**src/rtl/tf_add_scheduler_pkg.sv**
```systemverilog
// tf_add_scheduler_pkg
//   Shared definitions for the matrix-add scheduler slice: the FP32 word
//   width, the scheduler FSM state encoding and a helper that sizes the
//   element index counter.
//   Imported by tf_add_scheduler_if, tf_sched_fsm and tf_add_scheduler.
package tf_add_scheduler_pkg;

  localparam int FP_W = 32;

  typedef enum logic [2:0] {
    ST_IDLE  = 3'd0,
    ST_ISSUE = 3'd1,
    ST_WAIT  = 3'd2,
    ST_ACK   = 3'd3,
    ST_DONE  = 3'd4
  } sched_state_t;

  // A single-element matrix still needs a one-bit index register.
  function automatic int idx_width(input int n);
    return (n > 1) ? $clog2(n) : 1;
  endfunction

endpackage

```
**src/rtl/tf_add_scheduler_if.sv**
```systemverilog
// tf_add_scheduler_if
//   Handshake bus between the scheduler and one shared FP32 adder.
//   Signals:
//     add_load   scheduler -> adder  one-cycle pulse, operands valid
//     add_a      scheduler -> adder  operand 1 (FP32)
//     add_b      scheduler -> adder  operand 2 (FP32)
//     add_ready  adder -> scheduler  sum valid, held until acknowledged
//     add_result adder -> scheduler  sum (FP32)
//     add_ack    scheduler -> adder  acknowledges add_result
//   Modports: master (scheduler side), slave (adder side).
interface tf_add_scheduler_if;
  import tf_add_scheduler_pkg::*;

  logic            add_load;
  logic [FP_W-1:0] add_a;
  logic [FP_W-1:0] add_b;
  logic            add_ready;
  logic [FP_W-1:0] add_result;
  logic            add_ack;

  modport master (
    output add_load, add_a, add_b, add_ack,
    input  add_ready, add_result
  );

  modport slave (
    input  add_load, add_a, add_b, add_ack,
    output add_ready, add_result
  );

endinterface

```
**src/rtl/tf_add_scheduler_fsm.sv**
```systemverilog
// tf_sched_fsm
//   Control half of the matrix-add scheduler: state register, element index
//   counter and the adder handshake strobes.
//   Ports:
//     clk        in   rising-edge clock
//     reset      in   asynchronous active-low reset
//     start      in   run request, honoured only in IDLE and DONE
//     add_ready  in   adder result valid
//     timeout    in   WAIT has expired (tied low when the timeout is absent)
//     idx        out  element currently being processed
//     accept     out  start accepted this cycle (latch operands)
//     in_wait    out  waiting for the adder result
//     add_load   out  operand-valid pulse to the adder
//     add_ack    out  result acknowledge to the adder
//     ready      out  complete result matrix available
//     busy       out  a run is in progress
module tf_sched_fsm
  import tf_add_scheduler_pkg::*;
#(
  parameter int N     = 4,
  parameter int IDX_W = idx_width(N)
) (
  input  logic             clk,
  input  logic             reset,
  input  logic             start,
  input  logic             add_ready,
  input  logic             timeout,
  output logic [IDX_W-1:0] idx,
  output logic             accept,
  output logic             in_wait,
  output logic             add_load,
  output logic             add_ack,
  output logic             ready,
  output logic             busy
);

  localparam logic [IDX_W-1:0] LAST_IDX = IDX_W'(N - 1);

  sched_state_t     state, state_nxt;
  logic [IDX_W-1:0] idx_nxt;

  always_ff @(posedge clk or negedge reset) begin
    if (!reset) begin
      state <= ST_IDLE;
      idx   <= '0;
    end else begin
      state <= state_nxt;
      idx   <= idx_nxt;
    end
  end

  // add_ready is only looked at in WAIT and ACK, so a stale or early
  // result never advances the sequence without a preceding load.
  always_comb begin
    state_nxt = state;
    idx_nxt   = idx;
    accept    = 1'b0;
    unique case (state)
      ST_IDLE, ST_DONE: begin
        if (start) begin
          accept    = 1'b1;
          idx_nxt   = '0;
          state_nxt = ST_ISSUE;
        end
      end
      ST_ISSUE: state_nxt = ST_WAIT;
      ST_WAIT: begin
        if (add_ready) begin
          state_nxt = ST_ACK;
        end else if (timeout) begin
          state_nxt = ST_IDLE;
        end
      end
      ST_ACK: begin
        // Hold the acknowledge until the adder drops its ready.
        if (!add_ready) begin
          if (idx == LAST_IDX) begin
            state_nxt = ST_DONE;
          end else begin
            idx_nxt   = idx + 1'b1;
            state_nxt = ST_ISSUE;
          end
        end
      end
      default: state_nxt = ST_IDLE;
    endcase
  end

  always_comb begin
    add_load = (state == ST_ISSUE);
    add_ack  = (state == ST_ACK);
    in_wait  = (state == ST_WAIT);
    ready    = (state == ST_DONE);
    busy     = (state == ST_ISSUE) || (state == ST_WAIT) || (state == ST_ACK);
  end

endmodule

```
**src/rtl/tf_add_scheduler.sv**
```systemverilog
// tf_add_scheduler
//   Sequences one shared FP32 adder over a WIDTH x WIDTH matrix add C = A + B.
//   Both operand matrices are latched on start; element pairs are issued one
//   at a time in index order and each sum is stored in a result buffer.
//   Optional feature macro: TF_SCHED_TIMEOUT_EN (bounded wait on add_ready,
//   sticky error flag). Without it WAIT is unbounded and error is tied low.
//   Ports:
//     clk          in   rising-edge clock
//     reset        in   asynchronous active-low reset
//     start        in   run request (sampled in IDLE and DONE only)
//     A_flat       in   N FP32 elements, element k at [32k+31:32k]
//     B_flat       in   same packing as A_flat
//     result_flat  out  C[k] = A[k] + B[k], same packing
//     ready        out  result_flat holds a complete matrix
//     busy         out  run in progress
//     error        out  adder timeout flag
//     add_bus      master side of the adder handshake bus
module tf_add_scheduler
  import tf_add_scheduler_pkg::*;
#(
  parameter int WIDTH   = 2,
  parameter int TIMEOUT = 255
) (
  input  logic                          clk,
  input  logic                          reset,
  input  logic                          start,
  input  logic [FP_W*WIDTH*WIDTH-1:0]   A_flat,
  input  logic [FP_W*WIDTH*WIDTH-1:0]   B_flat,
  output logic [FP_W*WIDTH*WIDTH-1:0]   result_flat,
  output logic                          ready,
  output logic                          busy,
  output logic                          error,
  tf_add_scheduler_if.master            add_bus
);

  localparam int N     = WIDTH * WIDTH;
  localparam int IDX_W = idx_width(N);

  logic [FP_W-1:0]  a_buf [N];
  logic [FP_W-1:0]  b_buf [N];
  logic [FP_W-1:0]  r_buf [N];
  logic [IDX_W-1:0] idx;
  logic             accept;
  logic             in_wait;
  logic             capture;
  logic             timeout;
  logic             load_w;
  logic             ack_w;

  tf_sched_fsm #(
    .N     (N),
    .IDX_W (IDX_W)
  ) u_fsm (
    .clk       (clk),
    .reset     (reset),
    .start     (start),
    .add_ready (add_bus.add_ready),
    .timeout   (timeout),
    .idx       (idx),
    .accept    (accept),
    .in_wait   (in_wait),
    .add_load  (load_w),
    .add_ack   (ack_w),
    .ready     (ready),
    .busy      (busy)
  );

  assign add_bus.add_load = load_w;
  assign add_bus.add_ack  = ack_w;
  assign capture          = in_wait && add_bus.add_ready;

  // Operands come from a private copy so the input buses may change freely
  // once a run has been accepted.
  always_ff @(posedge clk or negedge reset) begin
    if (!reset) begin
      for (int k = 0; k < N; k++) begin
        a_buf[k] <= '0;
        b_buf[k] <= '0;
      end
    end else if (accept) begin
      for (int k = 0; k < N; k++) begin
        a_buf[k] <= A_flat[k*FP_W +: FP_W];
        b_buf[k] <= B_flat[k*FP_W +: FP_W];
      end
    end
  end

  // Each sum lands in its own slot when the adder first reports ready.
  // Reset discards any partial matrix.
  always_ff @(posedge clk or negedge reset) begin
    if (!reset) begin
      for (int k = 0; k < N; k++) begin
        r_buf[k] <= '0;
      end
    end else if (capture) begin
      r_buf[idx] <= add_bus.add_result;
    end
  end

  // The operand mux follows idx, which is frozen from ISSUE through ACK,
  // so the operands stay put for the whole adder transaction.
  assign add_bus.add_a = a_buf[idx];
  assign add_bus.add_b = b_buf[idx];

  for (genvar k = 0; k < N; k++) begin : g_pack
    assign result_flat[k*FP_W +: FP_W] = r_buf[k];
  end

`ifdef TF_SCHED_TIMEOUT_EN
  localparam int TO_W = $clog2(TIMEOUT + 1);

  logic [TO_W-1:0] wait_cnt;
  logic            error_q;

  // Counts consecutive WAIT cycles without a result; the final count fires
  // on the TIMEOUT-th such cycle.
  assign timeout = in_wait && !add_bus.add_ready && (wait_cnt == TO_W'(TIMEOUT - 1));

  always_ff @(posedge clk or negedge reset) begin
    if (!reset) begin
      wait_cnt <= '0;
    end else if (in_wait && !add_bus.add_ready && !timeout) begin
      wait_cnt <= wait_cnt + 1'b1;
    end else begin
      wait_cnt <= '0;
    end
  end

  // Sticky until the next accepted start.
  always_ff @(posedge clk or negedge reset) begin
    if (!reset) begin
      error_q <= 1'b0;
    end else if (accept) begin
      error_q <= 1'b0;
    end else if (timeout) begin
      error_q <= 1'b1;
    end
  end

  assign error = error_q;
`else
  assign timeout = 1'b0;
  assign error   = 1'b0;
`endif

endmodule

```
**src/flat_wrapper.sv**
```systemverilog
// flat-port wrapper written by rule: the top's interface ports become plain ports
module tf_add_scheduler_flat import tf_add_scheduler_pkg::*;
#(
  parameter int WIDTH   = 2,
  parameter int TIMEOUT = 255
)
  (clk, reset, start, A_flat, B_flat, result_flat, ready, busy, error, add_bus_add_load, add_bus_add_a, add_bus_add_b, add_bus_add_ack, add_bus_add_ready, add_bus_add_result);
  tf_add_scheduler_if add_bus_i ();
  input  logic clk;
  input  logic reset;
  input  logic start;
  input  logic [FP_W*WIDTH*WIDTH-1:0] A_flat;
  input  logic [FP_W*WIDTH*WIDTH-1:0] B_flat;
  output logic [FP_W*WIDTH*WIDTH-1:0] result_flat;
  output logic ready;
  output logic busy;
  output logic error;
  output wire logic [$bits(add_bus_i.add_load)-1:0] add_bus_add_load;
  output wire logic [$bits(add_bus_i.add_a)-1:0] add_bus_add_a;
  output wire logic [$bits(add_bus_i.add_b)-1:0] add_bus_add_b;
  output wire logic [$bits(add_bus_i.add_ack)-1:0] add_bus_add_ack;
  input wire logic [$bits(add_bus_i.add_ready)-1:0] add_bus_add_ready;
  input wire logic [$bits(add_bus_i.add_result)-1:0] add_bus_add_result;
  assign add_bus_add_load = add_bus_i.add_load;
  assign add_bus_add_a = add_bus_i.add_a;
  assign add_bus_add_b = add_bus_i.add_b;
  assign add_bus_add_ack = add_bus_i.add_ack;
  assign add_bus_i.add_ready = add_bus_add_ready;
  assign add_bus_i.add_result = add_bus_add_result;
  tf_add_scheduler #(.WIDTH(WIDTH), .TIMEOUT(TIMEOUT)) u_core (.clk(clk), .reset(reset), .start(start), .A_flat(A_flat), .B_flat(B_flat), .result_flat(result_flat), .ready(ready), .busy(busy), .error(error), .add_bus(add_bus_i));
endmodule
```
**config.mk**
```make
export PLATFORM = sky130hd
export DESIGN_NAME = tf_add_scheduler_flat
export DESIGN_NICKNAME = d
export VERILOG_FILES = /design/src/rtl/tf_add_scheduler_pkg.sv /design/src/rtl/tf_add_scheduler_if.sv /design/src/rtl/tf_add_scheduler_fsm.sv /design/src/rtl/tf_add_scheduler.sv /design/src/flat_wrapper.sv
export SDC_FILE = /design/constraint.sdc
export NUM_CORES = 1
export LEC_CHECK = 0
export BUFFER_PORTS_ARGS = -buffer_cell sky130_fd_sc_hd__buf_2
export CAP_MARGIN = 20
export CORE_MARGIN = 4
export CORE_UTILIZATION = 47
export DETAILED_ROUTE_END_ITERATION = 8
export PLACE_DENSITY = 0.86
export SYNTH_ARGS = -nofsm -noshare
export SYNTH_HDL_FRONTEND = slang
export SYNTH_HIERARCHICAL = 1
export SYNTH_SLANG_ARGS = --single-unit
```
**constraint.sdc**
```tcl
create_clock -name clk -period 2.1 [get_ports clk]
set_clock_uncertainty 0.1 [all_clocks]
set_input_delay 0 -clock clk [delete_from_list [all_inputs] [get_ports clk]]
set_output_delay 0 -clock clk [all_outputs]
set_load 0.01 [all_outputs]
```
# After elaboration in Yosys (flattened, before gate mapping)
# Cells that the tools add are included.
op_classes:
  muxes: 20
  n_eq_ne: 9
  bitwise_logic: 1
  magnitude_cmp: 2
  n_reduce_logical: 9
  addsub: 1
op_table:
  columns: ["op", "count"]
  rows:
  - ["two-way mux 32 bit", 5]
  - ["binary-select mux 32 bit (select 2 bit)", 2]
  - ["bitwise mux 128 bit", 1]
  - ["demux 32 bit (select 2 bit)", 1]
  - ["two-way mux 3 bit", 4]
  - ["case mux 3 bit (4 select lines)", 1]
  - ["inequality test 2 bit (second input constant)", 4]
  - ["equality test 3 x 2 -> 1 bit (second input constant)", 2]
  - ["two-way mux 2 bit", 3]
  - ["case mux 2 bit (2 select lines)", 1]
  - ["AND reduction 4 bit", 1]
  - ["equality test 3 x 1 -> 1 bit (second input constant)", 1]
  - ["equality test 3 bit (second input constant)", 1]
  - ["greater-or-equal comparator 3 bit (second input constant)", 1]
  - ["logical NOT 3 bit", 1]
  - ["less-than comparator 3 x 1 -> 1 bit (second input constant)", 1]
  - ["inverter 2 -> 3 bit", 1]
  - ["AND reduction 3 bit", 1]
  - ["adder 2 x 1 -> 2 bit (second input constant)", 1]
  - ["equality test 2 bit (second input constant)", 1]
  - ["logical AND 1 bit", 2]
  - ["logical OR 1 bit", 2]
  - ["two-way mux 1 bit", 2]
  - ["nonzero test 2 bit", 1]
  - ["OR reduction 2 bit", 1]
totals:
  reg_bits: 389
  out_inout_bits: 197
  in_bits: 292

# Logic depth before layout (Yosys ltp)
logic_depth:
  ltp_word: 6
  mapped_depth: 6
  ltp_nobuf: 4

# By module
# Netlist, hierarchy kept.
modules_own_cells:
  columns: ["module", "instances", "cells_per_inst", "area_per_inst_um2"]
  rows:
  - ["tf_add_scheduler", 1, 893, 15726.3]
  - ["tf_sched_fsm", 1, 30, 285.3]

# Least setup slack after synthesis
# Ideal clock, no wire load.
synth_timing:
  path_kind: "reg2reg"
  from: "reg u_core.u_fsm.state[0]"
  to: "reg u_core/a_buf[0] (netlist name)"
  arrival_time_ns: 1.728
  required_ns: 1.875
  setup_time_ns: 0.125
  slack_ns: 0.147
  path_stages_with_launch: 6
  synth_period_minus_slack_ns: 1.953
  n_path_buf: 2
  path_cell_list: "dfrtp_1 > or3b_4 > inv_1 > clkbuf_1 > buf_2 > mux2_2"
synth_between:
  elab_chain_cells: 3
synth_lines:
  columns: ["item", "line_no", "text"]
  rows:
  - ["from (decl)", "tf_add_scheduler_fsm.sv:39", "sched_state_t state, state_nxt;"]
  - ["from (signal assigned)", "tf_add_scheduler_fsm.sv:47", "state <= state_nxt;"]
  - ["equality test 3 bit or logical NOT 3 bit (tied branches)", "tf_add_scheduler_fsm.sv:58", "unique case (state)"]
  - ["OR reduction 2 bit (*)", "tf_add_scheduler_fsm.sv:58", null]
  - ["two-way mux 1 bit (*)", "tf_add_scheduler_fsm.sv:58", null]
  - ["named net u_core.accept", "tf_add_scheduler.sv:43", "logic accept;"]
  - ["to (signal, indexed assignment)", "tf_add_scheduler.sv:82", "a_buf[k] <= A_flat[k*FP_W +: FP_W];"]
  - ["to (decl)", "tf_add_scheduler.sv:39", "logic [FP_W-1:0] a_buf [N];"]
# Mark *: on every way through the listed nets, which the timed path passes. The rest lies on a longest branch.
# A chain may end at the register's enable or synchronous reset.

# Worst setup path after layout
layout_timing:
  from: "reg u_core.u_fsm.idx[0]"
  to: "out add_bus_add_a[15]"
layout_between:
  elab_chain_cells: 4
layout_lines:
  columns: ["item", "line_no", "text"]
  rows:
  - ["from (decl)", "tf_add_scheduler_fsm.sv:28", "output logic [IDX_W-1:0] idx,"]
  - ["from (signal assigned)", "tf_add_scheduler_fsm.sv:48", "idx <= idx_nxt;"]
  - ["inverter 2 -> 3 bit (implied by the code)", "tf_add_scheduler.sv:102", "assign add_bus.add_a = a_buf[idx];"]
  - ["binary-select mux 32 bit (select 2 bit)", "tf_add_scheduler.sv:102", null]
  - ["two-way mux 32 bit (implied by the code) (2 in series)", "tf_add_scheduler.sv:102", null]
  - ["to (decl)", "flat_wrapper.sv:19", "output wire logic [$bits(add_bus_i.add_a)-1:0] add_bus_add_a;"]
# Every way passes these cells. The select of a mux whose other input is x is not followed.

==> run_results.csv <==
group,metric,value,unit
critical_path,crit_arrival,2.01,ns
power_and_ir_drop,seqPwrFrac,38.4,%
power_and_ir_drop,power_frac_comb,42.3,%
global_routing,grt_max_degree,89,
cts,path_clk_slew,0.06,ns
critical_path,crit_type,"reg -> out",
die,dieArea,37100,um^2
power_and_ir_drop,power_switching,12.1,mW
finish,layout_common_cells,"463 x buf_2, 387 x dfrtp_1, 382 x mux2_2",
detailed_routing,route.antenna.remaining_nets,0,
critical_path,cpPeakStageDelay,0.59,ns
logic_synthesis,seq_area_frac_synth,60.8,%
timing,final-setup-viol-count,2,
critical_path,critPathMaxFanout,10,
detailed_routing,viasPerCell,5.40,
detailed_routing,first_pass_iters,5,
timing,slew_headroom,65.0,%
finish,fillCellCount,1985,
timing,finalMaxSlewViolations,0,
cts,clk_root_buffer_cell,"clkbuf_16",
die,fp.coreArea,33500,um^2
detailed_routing,postRouteWirelength,55.4,mm
placement,place_area,19200,um^2
finish,multiInputGateArea,5960,um^2
finish,fin_nets,2028,
critical_path,critPathSlowestCell,"mux4_2",
power_and_ir_drop,swShare,33.6,%
placement,io_buffer_count,487,
die,die_x,193,um
cts,cts_buffers,40,
hold_path,hold_class,"in -> async",
global_routing,grt_pass1_vias,13800,
logic_synthesis,netlist_instances,923,
run_status,outcome,"complete, but fails checks",
die,die_h,193,um
global_routing,track_usage,28.5,%
power_and_ir_drop,leakage,10.9,nW
critical_path,worst-path-buf-inv,3,
timing,min_period,2.11,ns
die,io_pins,489,
finish,final_cell_area,23800,um^2
critical_path,cp-start-kind,"register",
cts,cts_tree,"done",
logic_synthesis,synth.distinct_cells,28,
placement,dp_slack,0.127,ns
finish,syn_to_final_growth,48.4,%
timing,rsz0062_at_grt,"yes",
timing,fmax,0.475,GHz
global_routing,grt_pass1_wl,80.6,mm
detailed_routing,wl_per_cell,25.0,um
power_and_ir_drop,p_int,23.9,mW
run_status,failed_checks,"setup timing",
power_and_ir_drop,power_frac_clock,19.3,%
placement,dp_hpwl,31.1,mm
global_routing,grt_overflow_total,0,
timing,worstMarginPinSlew,0.526,ns
critical_path,crit_family,"multiplexers",
finish,ff_latch_area,9740,um^2
die,rows,67,
detailed_routing,drt_iter0_markers,601,
die,initial_core_util,47.7,%
job,cap_violations,0,
detailed_routing,drc,0,
logic_synthesis,synth_warnings,6,
logic_synthesis,syn_area_per_cell,17.3,um^2
logic_synthesis,syn_area,16000,um^2
timing,setup_slack,-0.00588,ns
cts,cts.path.max_buffers,3,
power_and_ir_drop,worst_ir_drop_vdd,0.00112,V
critical_path,cp.required,2.00,ns
global_routing,antenna_found_initial,8,
timing,period_share,100,%
finish,fin_cells,2217,
power_and_ir_drop,p_per_area,1510,nW/um^2
critical_path,crit_chain,"buf_12 > buf_16 > mux4_2 > buf_6",
finish,final_common_cell,"buf_2",
finish,drive_gt1_share,59.4,%
timing,hold_viol,0,
cts,insertion_delay,0.51,ns
placement,finalWeightedCongestion,0.785,
placement,dp.cells,1838,
detailed_routing,vias,12000,
critical_path,end_kind,"output port",
logic_synthesis,synth_seq_cells,389,
cts,htree_levels,2,
cts,numClockSinks,389,
logic make-up after synthesis:
kind of cell | count (synthesis) | share of synthesized area, %
mux | 450 | 36.1
flops | 389 | 60.8
buf+inv | 61 | 2.08
simple gates | 17 | 0.727
compound gates | 4 | 0.164
fa+ha+maj | 1 | 0.0781
other cells | 1 | 0.0234
layout make-up:
cell class | count | area share (%)
Sequential cell | 389 | 41.0
Antenna cell | 7 | 0.0737
Clock inverter | 5 | 0.132
Timing Repair Buffer | 825 | 26.0
Tap cell | 448 | 2.36
Clock buffer | 64 | 5.23
Inverter | 5 | 0.111
Multi-Input combinational cell | 474 | 25.1
routing by layer:
metal | GRT usage (%) | vias up | routed length [um]
met5 | 0 | - | 13
met4 | 15.1 | 2 | 3310
met1 | 32.4 | 6087 | 19200
li1 | - | 5029 | -
met2 | 50.5 | 639 | 28900
met3 | 6.22 | 212 | 3930
worst paths after layout:
kind	from	endpoint	slack, ns	cells after the start
max	u_core/u_fsm/idx[0]	add_bus_add_a[15]	-0.006	4
min	reset	u_core/result_flat[92]	0.09	3
max in group asynchronous	reset	u_core/b_buf[111]	1.33	3
min reg2reg	u_core/result_flat[96]	u_core/result_flat[96]	0.40	1
max reg2reg	u_core/u_fsm/state[0]	u_core/b_buf[71]	0.04	4
min in group clk	start	u_core/u_fsm/state[2]	0.15	3
cells in the mapped netlist, drive strengths merged:
| cell type | number | share of area [%] |
|---|---|---|
| a21boi | 1 | 0.047 |
| a21oi | 1 | 0.031 |
| buf | 52 | 1.9 |
| clkbuf | 4 | 0.10 |
| conb | 1 | 0.023 |
| dfrtp | 389 | 61 |
| ha | 1 | 0.078 |
| inv | 5 | 0.12 |
| mux2 | 384 | 27 |
| mux2i | 2 | 0.13 |
| mux4 | 64 | 9.0 |
| nand2 | 3 | 0.070 |
| nand2b | 1 | 0.039 |
| nand3b | 1 | 0.070 |
| nand4 | 1 | 0.039 |
| nand4b | 2 | 0.11 |
| nor2 | 5 | 0.12 |
| nor3 | 1 | 0.10 |
| nor3b | 1 | 0.047 |
| nor4bb | 1 | 0.063 |
| o21ai | 1 | 0.031 |
| o32ai | 1 | 0.055 |
| or3b | 1 | 0.070 |
through the flow:
step / TNS [ns] / power [mW] / util (%) / hold slack [ns]
3_5_place_dp: 0 / 26.6 / 57.3 / -0.162
4_1_cts: -2.09 / 34.6 / 70.4 / 0.0858
6_report: -0.0103 / 36.0 / 70.9 / 0.0898
2_1_floorplan: 0 / 21.3 / - / -0.396
3_3_place_gp: 0 / 25.9 / 57.3 / -0.165
5_1_grt: -1.50 / 37.5 / 70.9 / 0.110
timing repair:
item | 4_1_cts | 5_1_grt
pin swaps | 0 | 1
cloned | 2 | 4
setup buffers | 4 | 3
hold endpoints to repair | 778 | 0
hold buffers | 292 | 0
gates resized for setup | 16 | 14
setup endpoints to repair | 64 | 80
registers in the layout, indices dropped and copies added, names as in the netlist:
name and cells:
u_core/result_flat 128, u_core/u_fsm/idx 2, u_core/b_buf 128, u_core/u_fsm/state 3
u_core/a_buf 128
worst register-to-register path: cells and delay by family, from the launching register on:
family	cells	cell delay [ns]
buffers and inverters	2	0.56
and+or+nand+nor	1	0.46
DFF	1	0.41
muxes	1	0.41
power by group through the flow:
stage               sequential (mW)  clock, mW  combinational [mW]
floorplan                      13.4          0                7.94
global placement               13.2          0                12.7
detailed placement             13.5          0                13.1
CTS                            13.4       6.98                14.3
global route                   14.1       7.38                16.0
finish                         13.8       6.95                15.2
Note: power is estimated with default switching activity, not from simulation.
